==> src/rtl/arbiter8_rr_if.sv <==
// Request/grant bus between eight requesters and the round-robin arbiter.
// The arbiter sits on the slave side; the requesters (or a bench) use master.
interface arbiter8_rr_if;
    logic [7:0] req;
    logic [7:0] gnt;
    logic [2:0] gnt_id;
    logic       gnt_vld;
    logic       timeout;

    modport master (
        output req,
        input  gnt,
        input  gnt_id,
        input  gnt_vld,
        input  timeout
    );

    modport slave (
        input  req,
        output gnt,
        output gnt_id,
        output gnt_vld,
        output timeout
    );
endinterface

==> src/rtl/arbiter8_rr.sv <==
// Eight-way round-robin arbiter with bounded grant hold.
// A grant is issued one cycle after a request is seen in IDLE and is held
// while the grantee keeps its request high, up to MAX_HOLD cycles. After a
// forced release, timeout pulses for one cycle. Every release moves the
// priority pointer just past the released requester. The idle cycle between
// grants is a deliberate part of the protocol, not a pipeline artefact.
module arbiter8_rr #(
    parameter int MAX_HOLD = 16
) (
    input  logic          clk,
    input  logic          rst_n,
    arbiter8_rr_if.slave  bus
);

    // Reject illegal hold limits at elaboration time.
    generate
        if (MAX_HOLD < 2 || MAX_HOLD > 255) begin : g_bad_max_hold
            $error("arbiter8_rr: MAX_HOLD must be in 2..255");
        end
    endgenerate

    localparam logic [7:0] HOLD_LAST = 8'(MAX_HOLD - 1);

    typedef enum logic [0:0] {
        IDLE = 1'b0,
        BUSY = 1'b1
    } state_t;

    state_t     state_q,    state_d;
    logic [2:0] ptr_q,      ptr_d;
    logic [7:0] hold_cnt_q, hold_cnt_d;
    logic [7:0] gnt_q,      gnt_d;
    logic [2:0] gnt_id_q,   gnt_id_d;
    logic       gnt_vld_q,  gnt_vld_d;
    logic       timeout_q,  timeout_d;

    logic [2:0] scan_idx;
    logic [2:0] pick_id;
    logic       pick_found;

    // Find the first request at or above ptr, wrapping 7 -> 0.
    always_comb begin
        scan_idx   = '0;
        pick_id    = '0;
        pick_found = 1'b0;
        for (int i = 0; i < 8; i++) begin
            scan_idx = ptr_q + 3'(i);
            if (!pick_found && bus.req[scan_idx]) begin
                pick_found = 1'b1;
                pick_id    = scan_idx;
            end
        end
    end

    // Next-state and next-output logic for the IDLE/BUSY machine.
    always_comb begin
        state_d    = state_q;
        ptr_d      = ptr_q;
        hold_cnt_d = hold_cnt_q;
        gnt_d      = gnt_q;
        gnt_id_d   = gnt_id_q;
        gnt_vld_d  = gnt_vld_q;
        timeout_d  = 1'b0;

        case (state_q)
            IDLE: begin
                hold_cnt_d = '0;
                gnt_d      = '0;
                gnt_id_d   = '0;
                gnt_vld_d  = 1'b0;
                if (pick_found) begin
                    state_d   = BUSY;
                    gnt_d     = 8'b1 << pick_id;
                    gnt_id_d  = pick_id;
                    gnt_vld_d = 1'b1;
                end
            end

            BUSY: begin
                // A dropped request wins over the hold limit: normal release.
                if (!bus.req[gnt_id_q] || hold_cnt_q == HOLD_LAST) begin
                    state_d    = IDLE;
                    ptr_d      = gnt_id_q + 3'd1;
                    hold_cnt_d = '0;
                    gnt_d      = '0;
                    gnt_id_d   = '0;
                    gnt_vld_d  = 1'b0;
                    timeout_d  = bus.req[gnt_id_q];
                end else begin
                    hold_cnt_d = hold_cnt_q + 8'd1;
                end
            end

            default: begin
                state_d    = IDLE;
                hold_cnt_d = '0;
                gnt_d      = '0;
                gnt_id_d   = '0;
                gnt_vld_d  = 1'b0;
            end
        endcase
    end

    // State and registered outputs; synchronous reset drops any grant silently.
    always_ff @(posedge clk) begin
        if (!rst_n) begin
            state_q    <= IDLE;
            ptr_q      <= '0;
            hold_cnt_q <= '0;
            gnt_q      <= '0;
            gnt_id_q   <= '0;
            gnt_vld_q  <= 1'b0;
            timeout_q  <= 1'b0;
        end else begin
            state_q    <= state_d;
            ptr_q      <= ptr_d;
            hold_cnt_q <= hold_cnt_d;
            gnt_q      <= gnt_d;
            gnt_id_q   <= gnt_id_d;
            gnt_vld_q  <= gnt_vld_d;
            timeout_q  <= timeout_d;
        end
    end

    assign bus.gnt     = gnt_q;
    assign bus.gnt_id  = gnt_id_q;
    assign bus.gnt_vld = gnt_vld_q;
    assign bus.timeout = timeout_q;

endmodule

==> src/flat_wrapper.sv <==
// flat-port wrapper written by rule: the top's interface ports become plain ports
module arbiter8_rr_flat 
#(
    parameter int MAX_HOLD = 16
)
  (clk, rst_n, bus_req, bus_gnt, bus_gnt_id, bus_gnt_vld, bus_timeout);
  arbiter8_rr_if bus_i ();
  input  logic clk;
  input  logic rst_n;
  input wire logic [$bits(bus_i.req)-1:0] bus_req;
  output wire logic [$bits(bus_i.gnt)-1:0] bus_gnt;
  output wire logic [$bits(bus_i.gnt_id)-1:0] bus_gnt_id;
  output wire logic [$bits(bus_i.gnt_vld)-1:0] bus_gnt_vld;
  output wire logic [$bits(bus_i.timeout)-1:0] bus_timeout;
  assign bus_i.req = bus_req;
  assign bus_gnt = bus_i.gnt;
  assign bus_gnt_id = bus_i.gnt_id;
  assign bus_gnt_vld = bus_i.gnt_vld;
  assign bus_timeout = bus_i.timeout;
  arbiter8_rr #(.MAX_HOLD(MAX_HOLD)) u_core (.clk(clk), .rst_n(rst_n), .bus(bus_i));
endmodule
==> config.mk <==
export PLATFORM = sky130hd
export DESIGN_NAME = arbiter8_rr_flat
export DESIGN_NICKNAME = d
export VERILOG_FILES = /design/src/rtl/arbiter8_rr_if.sv /design/src/rtl/arbiter8_rr.sv /design/src/flat_wrapper.sv
export SDC_FILE = /design/constraint.sdc
export NUM_CORES = 1
export LEC_CHECK = 0
export BUFFER_PORTS_ARGS = -buffer_cell sky130_fd_sc_hd__clkbuf_2
export CAP_MARGIN = 20
export CORE_ASPECT_RATIO = 1.25
export CORE_MARGIN = 5
export CORE_UTILIZATION = 40
export DETAILED_ROUTE_END_ITERATION = 12
export SYNTH_ARGS = -nofsm -noshare
export SYNTH_HDL_FRONTEND = slang
export SYNTH_SLANG_ARGS = --single-unit
==> constraint.sdc <==
create_clock -name clk -period 3.4 [get_ports clk]
set_input_delay 0.17 -clock clk [delete_from_list [all_inputs] [get_ports clk]]
set_output_delay 0.17 -clock clk [all_outputs]
set_load 0.02 [all_outputs]
Word-level counts from Yosys, hierarchy flattened
Cells that the tools add are included.

Register bits: 25. Bits of input ports: 10. Output and inout port bits: 13. Logic and storage cells: 94.

$add $sub $neg: 9. Order comparisons: 9. Equality and inequality tests: 2. Shift operators: 1. Mux-type cells: 47. Bitwise gates (word level): 1. Reduce and logical (&&, ||, !) cells: 18.

Operators with widths (count): $lt 3x4->1 const B (9); $pmux 8 s2 (2); $mux 3 (10); $bmux 1 s3 (9); $mux 8 (3); $mux 1 (20); $add 3x3->3 const B (4); $add 8x1->8 const B (1); $eq 8x4->1 const B (1); $logic_not 1->1 (8); $shl 1x3->8 const A (1); $logic_and 1x1->1 (7); $add 3x1->3 const B (2); $add 3x2->3 const B (2); $pmux 3 s2 (1); $pmux 1 s2 (2); $reduce_and 3->1 (1); $ne 2x2->1 const B (1); $reduce_and 2->1 (1); $logic_or 1x1->1 (1); $not 1->1 (1).

Longest topological paths before layout
Gate-level depths: netlist of run 1.

Word-level depth: 27. Gate-level depth with buffers: 12. Depth with buffers taken out: 9.

Least setup slack after synthesis of run 1
OpenSTA, ideal clock, no wires.

Kind: register to register. From: register u_core.ptr_q[1]. To: register u_core.gnt_q[0], in the netlist u_core.bus.gnt[0]. Setup time: 87 ps. Data arrival time: 3158 ps. Slack: 155 ps. Cell stages (with the launch flop): 13. Buffers on the path: 3. Clock period less this slack: 3245 ps. Path through: dfxtp_1 buf_2 buf_2 inv_1 ha_1 buf_2 mux4_2 mux2_2 nor3_1 o21bai_1 a221oi_1 o32ai_1 o31ai_1.

Word-level cells in the longest chain between the ends: 27.

RTL lines: start: declaration (RTL line arbiter8_rr.sv:30) `logic [2:0] ptr_q, ptr_d;`; start signal: assignment (RTL line arbiter8_rr.sv:116) `ptr_q <= ptr_d;`; branches (longest 25 deep; another with $add 3x1->3); $mux 8 (*) (RTL line arbiter8_rr.sv:71) `if (pick_found) begin`; $pmux 8 s2 (*) (RTL line arbiter8_rr.sv:65) `case (state_q)`; end signal: assignment (RTL line arbiter8_rr.sv:118) `gnt_q <= gnt_d;`; end: declaration (RTL line arbiter8_rr.sv:32) `logic [7:0] gnt_q, gnt_d;`.

Every way passes the cells marked *. The select of a mux whose other input is x is not followed. A chain may end at the register's enable or synchronous reset.

Worst setup path in the final report of run 1
From: register u_core.ptr_q[1]. To: register u_core.gnt_q[7], in the netlist u_core.bus.gnt[7].

The elaborated chain is that of the path after synthesis.

==> results of run 1 <==
-- routing by layer --
metal / vias up / wire length, um / GRT usage [%] / part of all wire, %
met5: - / 0 / 0 / 0
met4: 0 / 85 / 4.88 / 1.9
met3: 8 / 217 / 1.64 / 4.9
met2: 59 / 2240 / 26.2 / 51
met1: 785 / 1890 / 19.3 / 43
li1: 801 / - / - / -
-- final timing paths --
path / start / endpoint / slack, ns / depth (start not counted)
max reg2reg: u_core.ptr_q[1] / u_core.bus.gnt[7] / 0.26 / 9
min: rst_n / u_core.ptr_q[0] / 0.22 / 3
max: u_core.ptr_q[1] / u_core.bus.gnt[7] / 0.26 / 9
min reg2reg: u_core.hold_cnt_q[0] / u_core.hold_cnt_q[0] / 0.45 / 1
-- worst register-to-register path: stages, from the launching register on --
cell	delay, ns
dfxtp_1	0.33
inv_1	0.09
ha_2	0.44
mux4_2	0.51
mux2_2	0.28
nor3_1	0.27
o21bai_1	0.20
a221oi_1	0.43
o32a_1	0.34
o31ai_1	0.11
-- flip-flops by register name, summed over array words and instances, names as in the netlist --
name	cells
u_core.ptr_q	3
u_core.bus.timeout	1
u_core.bus.gnt_vld	1
u_core.bus.gnt_id	3
u_core.hold_cnt_q	8
u_core.state_q	1
u_core.bus.gnt	8
-- placed cells by master (no fill, tap or decap), types with 7 or more instances in the layout --
| cell | count |
|---|---|
| nand2_1 | 26 |
| dfxtp_1 | 25 |
| clkbuf_2 | 22 |
| nor2_1 | 17 |
| inv_1 | 13 |
| mux4_2 | 12 |
| mux2i_1 | 10 |
| o31ai_1 | 9 |
| a21oi_1 | 7 |
-- metrics by stage --
step	total power [mW]	instance area, um2	setup slack (ns)	utilization [%]
floorplan	1.37	1830	0.155	-
global placement	1.66	2000	0.301	45.2
detailed placement	1.66	2000	0.243	45.2
CTS	1.84	2050	0.208	46.3
global route	2.00	2050	0.0333	46.4
finish	1.84	2050	0.261	46.4
-- power by group through the flow --
stage / logic [mW] / registers, mW / clock network [mW]
2_1_floorplan: 0.907 / 0.465 / 0
3_3_place_gp: 1.23 / 0.433 / 0
3_5_place_dp: 1.23 / 0.435 / 0
4_1_cts: 1.24 / 0.428 / 0.179
5_1_grt: 1.37 / 0.438 / 0.190
6_report: 1.25 / 0.425 / 0.170
-- final cells by class --
type	count	area (um2)
Clock buffer	3	41.3
Fill cell	429	2370
Inverter	13	48.8
Timing Repair Buffer	27	148
Tap cell	58	72.6
Clock inverter	1	5.00
Multi-Input combinational cell	154	1240
Sequential cell	25	500
-- kinds of logic after synthesis --
group | after synthesis
multiplexers | 26
buffers and inverters | 21
flip-flops | 25
adder cells (fa/ha/maj) | 4
AND/OR/NAND/NOR | 62
XOR/XNOR | 10
AO/OA/AOI/OAI | 52
-- timing repair --
| action | 4_1_cts | 5_1_grt |
|---|---|---|
| resized for setup | 0 | 2 |
| setup endpoints to repair | 0 | 6 |
| hold endpoints to repair | 0 | 0 |
==> qor.csv, run 1 <==
stage,metric,value,unit
setup_path,Worst EP required,3.54,ns
finish,# diodes,0,
power,Int Power,0.961,mW
placed_design,Inst Count DP,277,
route,via count,1653,
yosys,Synth Flop Type,dfxtp_1,
grt,Total GRT Usage,15.0,%
yosys,distinct cell type count after synthesis,48,
power,Comb power frac,67.7,%
yosys,Syn Inst Count,200,
yosys,commonest cells in the netlist,"nand2_1, dfxtp_1, nor2_1",
outcome,outcome,completed,
yosys,Synth Area per Inst,9.15,um2
setup_path,nature of the critical path endpoint,flip-flop,
setup_path,Bufs and invs on worst path,1,
cts,CTS sink cnt,25,
cts,"CTS clk-pin slew, worst paths",0.08,ns
setup_path,largest stage delay on the critical path,0.51,ns
route,antenna-violating nets left,0,
route,Via density,5.88,
timing,slew margin rel.,59.9,%
cts,setup repair bufs after CTS,0,
yosys,mapped cell area,1830,um2
yosys,Compound-Gate Fraction of Synth Area,21.1,%
yosys,largest family of logic cells by synthesized area,multiplexers,
cts,CTS root buffer,clkbuf_8,
grt,global-route wire length before repair,7.59,mm
timing,WHS,0.223,ns
setup_path,WS Path Type,flip-flop to flip-flop,
cts,total CTS buffers,3,
grt,initial antenna violation count,0,
timing,final setup fails,0,
power,sequential group share of total power,23.1,%
setup_path,"Max FO, Critical Path",6,
yosys,Synth area leaders,"dfxtp_1, mux4_2, mux2i_1, nand2_1, o31ai_1",
yosys,"area leader, netlist",dfxtp_1,
power,pwr/cell area,897,nW/um2
route,mean routed wirelength per cell,15.8,um
yosys,net count after synthesis,214,
route,Detailed Route Iter0 Violations,125,
floorplanning,Die Ht,85.6,um
yosys,number of synthesized register bits,25,
route,first-pass iteration count of the detailed router,5,
timing,period utilization,92.3,%
timing,Worst Tran Pin Value,0.585,ns
floorplanning,num rows,27,
floorplanning,die area,6040,um2
cts,CTS tree,yes,
floorplanning,Core Area,4430,um2
yosys,Yosys warnings,0,
yosys,post-synthesis mux area share,22.7,%
timing,"Slew Viols, Final",0,
power,maximum VDD drop,381,uV
timing,Post-Route Setup TNS,0,ns
yosys,post-synthesis adder-cell area fraction,2.73,%
timing,RSZ-0062 raised after global routing,false,
placed_design,GPL Wtd Cong,0.871,
yosys,Post-Synth XOR/XNOR Area,4.78,%
yosys,most frequent cell after synthesis,nand2_1,
cts,H-tree depth,1,
power,P_sw,0.882,mW
cts,clock buffer depth,2,
cts,Clock Latency Late Sink,0.26,ns
setup_path,CP startpoint kind,flip-flop,
min_path,Worst Hold Class,input port to flip-flop,
route,DRC,0,
cts,Post-CTS Hold Buffers,0,
floorplanning,initial core utilization,41.4,%
setup_path,slowest library cell on the worst path,mux4_2,
floorplanning,Die W,70.5,um
yosys,Synth async-reset ratio,0,%
power,Clk pwr share,9.2,%
grt,largest net degree at the start of global routing,17,
setup_path,"CP delay by family, top",compound AO/OA/AOI/OAI gates,
timing,FMAX,0.319,GHz
setup_path,CP arrival,3.28,ns
placed_design,DP HPWL,3.46,mm
setup_path,worst-path cell chain,inv_1 > ha_2 > mux4_2 > mux2_2 > nor3_1 > o21bai_1 > a221oi_1 > o32a_1 > o31ai_1,
power,Switching Share,47.8,%
power,Lkg Pwr,0.809,nW
finish,Final nets,238,
timing,Final Critical Period,3.14,ns
placed_design,count of port buffers added during placement,22,
yosys,sequential share of the synthesized area,27.3,%
route,Total Wirelength,4.44,mm
yosys,Synth top area share,27.3,%
grt,total grt overflow,0,
yosys,Post-synth EDFFs,0,
run,Max-Cap Viols,0,
timing,Final Hold Vio Count,0,
timing,worst clock skew,0.00341,ns
yosys,Synth Area in Simple Gates,16.0,%
grt,vias in the first global route,1590,
floorplanning,Ports,23,
finish,fin cells,281,
finish,P&R area growth vs syn,12.2,%
finish,layout cells sized above 1,25.6,%
Note: power is estimated with default switching activity, not from simulation.
==> inputs of run 2 (changes only) <==
--- a/config.mk
+++ b/config.mk
@@ -7,7 +7,7 @@
 export LEC_CHECK = 0
 export BUFFER_PORTS_ARGS = -buffer_cell sky130_fd_sc_hd__clkbuf_2
 export CAP_MARGIN = 20
-export CORE_ASPECT_RATIO = 1.25
+export CORE_ASPECT_RATIO = 0.8
 export CORE_MARGIN = 5
 export CORE_UTILIZATION = 40
 export DETAILED_ROUTE_END_ITERATION = 12
==> run 2 against run 1 <==
Net effect:
- count of clock-buffer cells in the layout up 1
- combinational power about the same
- register-to-register slack about the same
- sequential power up 0.9%
- cell area about the same
- sequential share of layout area about the same
- global-route usage down 0.62 points
- worst setup slack worse by 0.0042 ns
- clock skew up 0.00052 ns
- critical path depth unchanged
- largest power group unchanged
- via count down 2.7%
==> qor.csv, run 2 (synthesized netlist as in run 1, its figures left out) <==
stage,metric,value,unit
outcome,outcome,completed,
power,pwr/cell area,886,nW/um2
finish,design area,2050,um2
placed_design,DP HPWL,3.15,mm
timing,Final Critical Period,3.14,ns
timing,RSZ-0062 raised after global routing,false,
setup_path,nature of the critical path endpoint,flip-flop,
min_path,HP Start,rst_n,
grt,global-route wire length before repair,7.09,mm
cts,CTS root buffer,clkbuf_8,
floorplanning,Core Area,4510,um2
grt,initial antenna violation count,0,
route,first-pass iteration count of the detailed router,4,
floorplanning,Die Ht,70.5,um
route,DRC,0,
finish,# diodes,0,
grt,vias in the first global route,1448,
timing,WHS,0.238,ns
cts,CTS sink cnt,25,
cts,clock buffer depth,2,
timing,final setup fails,0,
finish,most frequent cells in the layout,"nand2_1, dfxtp_1, clkbuf_2",
finish,layout cells sized above 1,24.7,%
cts,# resized after CTS,0,
route,Detailed Route Iter0 Violations,139,
power,maximum VDD drop,278,uV
timing,Post-Route Setup TNS,0,ns
setup_path,WS Path Type,flip-flop to flip-flop,
cts,CTS tree,yes,
setup_path,CP startpoint kind,flip-flop,
timing,FMAX,0.318,GHz
placed_design,placed standard-cell area,2000,um2
timing,"Slew Viols, Final",0,
run,Max-Cap Viols,0,
cts,"CTS clk-pin slew, worst paths",0.08,ns
route,mean routed wirelength per cell,14.9,um
setup_path,R2R Path Start,u_core.ptr_q[0],
setup_path,"Max FO, Critical Path",8,
finish,filler instances,445,
min_path,Worst Hold Class,input port to flip-flop,
cts,setup repair bufs after CTS,0,
floorplanning,Ports,23,
placed_design,GPL Wtd Cong,0.891,
route,antenna-violating nets left,0,
placed_design,count of port buffers added during placement,22,
min_path,Hold Path Stages,3,
floorplanning,initial core utilization,40.5,%
grt,Total GRT Usage,14.4,%
setup_path,r2r setup slk,0.26,ns
timing,Worst Tran Pin Value,0.556,ns
floorplanning,Die W,85.6,um
power,Lkg Pwr,0.807,nW
floorplanning,die area,6040,um2
grt,largest net degree at the start of global routing,17,
cts,total CTS buffers,3,
route,Via density,5.68,
cts,Post-CTS Hold Buffers,0,
min_path,WHS Endpoint,u_core.ptr_q[0],
finish,P&R area growth vs syn,12.2,%
setup_path,Worst EP required,3.54,ns
route,Total Wirelength,4.21,mm
setup_path,worst r2r path cells,9,
route,via count,1608,
finish,"commonest non-fill, non-tap cell in the layout",nand2_1,
timing,period utilization,92.5,%
timing,Final Hold Vio Count,0,
timing,slew margin rel.,61.9,%
timing,worst clock skew,0.00393,ns
finish,Final nets,238,
floorplanning,num rows,22,
setup_path,RR Endpoint,u_core.bus.gnt[0],
cts,Clock Latency Late Sink,0.27,ns
setup_path,CP arrival,3.28,ns
grt,total grt overflow,0,
cts,H-tree depth,1,
==> run 2: area by class of cell <==
cell class	instances	area [um2]	area share (%)
Multi-Input combinational cell	154	1240	60.2
Sequential cell	25	500	24.4
Timing Repair Buffer	27	148	7.19
Tap cell	60	75.1	3.66
Inverter	13	48.8	2.38
Clock buffer	4	45.0	2.19
==> run 2: layer usage <==
metal | wire [um] | global-route usage (%)
met3 | 289 | 3.77
met5 | 0 | 0
met2 | 1850 | 21.7
met4 | 40 | 2.64
met1 | 2030 | 20.9
==> run 2: how the worst max path moves through the flow <==
stage                         start  depth (start not counted)           endpoint
finish              u_core.ptr_q[0]                          9  u_core.bus.gnt[0]
global route        u_core.ptr_q[1]                          9  u_core.bus.gnt[3]
CTS                 u_core.ptr_q[0]                          9  u_core.bus.gnt[3]
detailed placement  u_core.ptr_q[0]                          9  u_core.bus.gnt[7]
global placement    u_core.ptr_q[0]                          9  u_core.bus.gnt[1]
floorplan           u_core.ptr_q[1]                         12  u_core.bus.gnt[0]
==> run 2: report_power, final <==
group | leakage [nW] | internal, mW | total [mW] | switching [mW]
clock network | 0.0228 | 0.0838 | 0.174 | 0.0900
logic | 0.581 | 0.506 | 1.22 | 0.711
registers | 0.203 | 0.359 | 0.429 | 0.0706
==> run 2: critical path, stage by stage (launching register included) <==
cell and delay, ns:
dfxtp_1 0.34, inv_1 0.06, ha_1 0.49, mux4_2 0.55
mux2_2 0.27, nor3_1 0.29, o21ai_2 0.19, o311ai_2 0.47
o21bai_1 0.27, o31ai_1 0.10
==> run 2: through the flow <==
stage | std cells | total power, mW | util, % | setup WS, ns
after floorplan | 200 | 1.37 | - | 0.155
after global placement | 279 | 1.64 | 44.4 | 0.312
after detailed placement | 279 | 1.63 | 44.4 | 0.249
after CTS | 283 | 1.81 | 45.4 | 0.224
after global routing | 283 | 1.96 | 45.5 | 0.00564
final | 283 | 1.82 | 45.5 | 0.256
==> inputs of run 3 (changes only) <==
--- a/config.mk
+++ b/config.mk
@@ -11,6 +11,7 @@
 export CORE_MARGIN = 5
 export CORE_UTILIZATION = 40
 export DETAILED_ROUTE_END_ITERATION = 12
+export REMOVE_ABC_BUFFERS = 1
 export SYNTH_ARGS = -nofsm -noshare
 export SYNTH_HDL_FRONTEND = slang
 export SYNTH_SLANG_ARGS = --single-unit
==> run 3 against run 2 <==
Net effect:
- non-clock buffer count up 1
- via count about the same
- wire length increased by 0.57%
- critical endpoint unchanged
- power barely moved
- largest cell class unchanged
- critical path depth fell by 1
- sequential power hardly changed
- count of clock-buffer cells in the layout down 1
- clock skew shrank 0.0017 ns
- sequential cell count stayed put
- utilization is 0.22 points higher
- clock power about the same
==> qor.csv, run 3 (synthesized netlist as in run 1, its figures left out) <==
stage,metric,value,unit
setup_path,Worst EP required,3.58,ns
power,Int Power,0.951,mW
cts,CTS sink cnt,25,
floorplanning,initial core utilization,40.5,%
timing,period utilization,91.3,%
power,pwr/cell area,882,nW/um2
route,Via density,5.67,
cts,H-tree depth,1,
outcome,outcome,completed,
power,sequential group share of total power,23.4,%
timing,Final Critical Period,3.10,ns
placed_design,placed standard-cell area,2010,um2
power,P_sw,0.868,mW
cts,CTS tree,yes,
grt,largest net degree at the start of global routing,17,
setup_path,CP startpoint kind,flip-flop,
floorplanning,Die W,85.6,um
cts,total CTS buffers,3,
power,Comb power frac,67.2,%
setup_path,nature of the critical path endpoint,flip-flop,
floorplanning,Ports,23,
grt,global-route wire length before repair,7.21,mm
cts,Clock Latency Late Sink,0.26,ns
placed_design,count of port buffers added during placement,22,
finish,most frequent cells in the layout,"nand2_1, dfxtp_1, clkbuf_2",
power,Switching Share,47.7,%
power,Clk pwr share,9.4,%
finish,layout cells sized above 1,25.9,%
grt,total grt overflow,0,
cts,clock buffer depth,2,
route,Detailed Route Iter0 Violations,95,
floorplanning,die area,6040,um2
timing,"Slew Viols, Final",0,
timing,WHS,0.232,ns
finish,design area,2060,um2
route,DRC,0,
placed_design,DP HPWL,3.26,mm
timing,slew margin rel.,62.5,%
cts,Post-CTS Hold Buffers,0,
floorplanning,Core Area,4510,um2
grt,initial antenna violation count,0,
power,Design Power,1.82,mW
finish,# diodes,0,
route,via count,1609,
run,Max-Cap Viols,0,
route,Total Wirelength,4.24,mm
timing,Worst Tran Pin Value,0.560,ns
placed_design,GPL Wtd Cong,0.868,
timing,FMAX,0.322,GHz
finish,Final nets,239,
min_path,Worst Hold Class,input port to flip-flop,
route,first-pass iteration count of the detailed router,4,
cts,"CTS clk-pin slew, worst paths",0.08,ns
timing,worst clock skew,0.00221,ns
timing,Post-Route Setup TNS,0,ns
floorplanning,Die Ht,70.5,um
timing,Final Hold Vio Count,0,
power,Lkg Pwr,0.811,nW
timing,RSZ-0062 raised after global routing,false,
route,antenna-violating nets left,0,
grt,vias in the first global route,1471,
floorplanning,num rows,22,
setup_path,"Max FO, Critical Path",6,
route,mean routed wirelength per cell,14.9,um
cts,CTS root buffer,clkbuf_8,
finish,filler instances,464,
setup_path,WS Path Type,flip-flop to flip-flop,
power,maximum VDD drop,281,uV
grt,Total GRT Usage,14.4,%
timing,final setup fails,0,
finish,P&R area growth vs syn,12.7,%
setup_path,CP arrival,3.29,ns
finish,"commonest non-fill, non-tap cell in the layout",nand2_1,
-- run 3: path summary, 6_finish.rpt --
check | slack [ns] | startpoint | cells after the start | endpoint
worst max-delay path | 0.30 | u_core.ptr_q[0] | 8 | u_core.bus.gnt[0]
worst min-delay path | 0.23 | rst_n | 3 | u_core.ptr_q[0]
worst max register to register | 0.30 | u_core.ptr_q[0] | 8 | u_core.bus.gnt[0]
worst min register to register | 0.46 | u_core.bus.gnt[4] | 2 | u_core.bus.gnt[4]
-- run 3: layout make-up --
| type | instances | area (um2) | share of cell area [%] |
|---|---|---|---|
| clock inverter | 1 | 5.00 | 0.243 |
| multi-input combinational | 154 | 1240 | 60.1 |
| inverter | 13 | 48.8 | 2.37 |
| timing repair buffer | 28 | 153 | 7.40 |
| tap | 60 | 75.1 | 3.64 |
| clock buffer | 3 | 41.3 | 2.00 |
| sequential | 25 | 500 | 24.3 |
-- run 3: stage by stage --
stage	cells	utilization [%]	setup WS [ns]
after CTS	284	45.5	0.207
after floorplan	192	-	0.0674
after detailed placement	280	44.5	0.223
after global placement	279	44.4	0.321
after global routing	284	45.7	0.0305
final	284	45.7	0.297
-- run 3: power groups by stage --
stage / combinational [mW] / sequential (mW) / clock, mW
2_1_floorplan: 0.839 / 0.503 / 0
3_3_place_gp: 1.19 / 0.435 / 0
3_5_place_dp: 1.19 / 0.434 / 0
4_1_cts: 1.20 / 0.427 / 0.181
5_1_grt: 1.35 / 0.437 / 0.191
6_report: 1.22 / 0.426 / 0.172
-- run 3: layer usage --
| layer | GRT usage, % | wire length (um) |
|---|---|---|
| met2 | 20.9 | 1880 |
| met1 | 22.5 | 2150 |
| met3 | 2.71 | 211 |
| met4 | 1.76 | 0 |
| met5 | 0 | 0 |
-- run 3: worst max-delay path: stages (launching register included) --
cell      delay (ns)
dfxtp_1         0.33
inv_1           0.05
ha_1            0.44
mux4_2          0.61
a221oi_1        0.47
o21bai_1        0.24
a221oi_1        0.42
o32ai_1         0.21
o31ai_1         0.25
-- run 3: timing repair --
action | 4_1_cts | 5_1_grt
setup buffers | 0 | 0
resized for setup | 0 | 2
setup endpoints to repair | 0 | 5
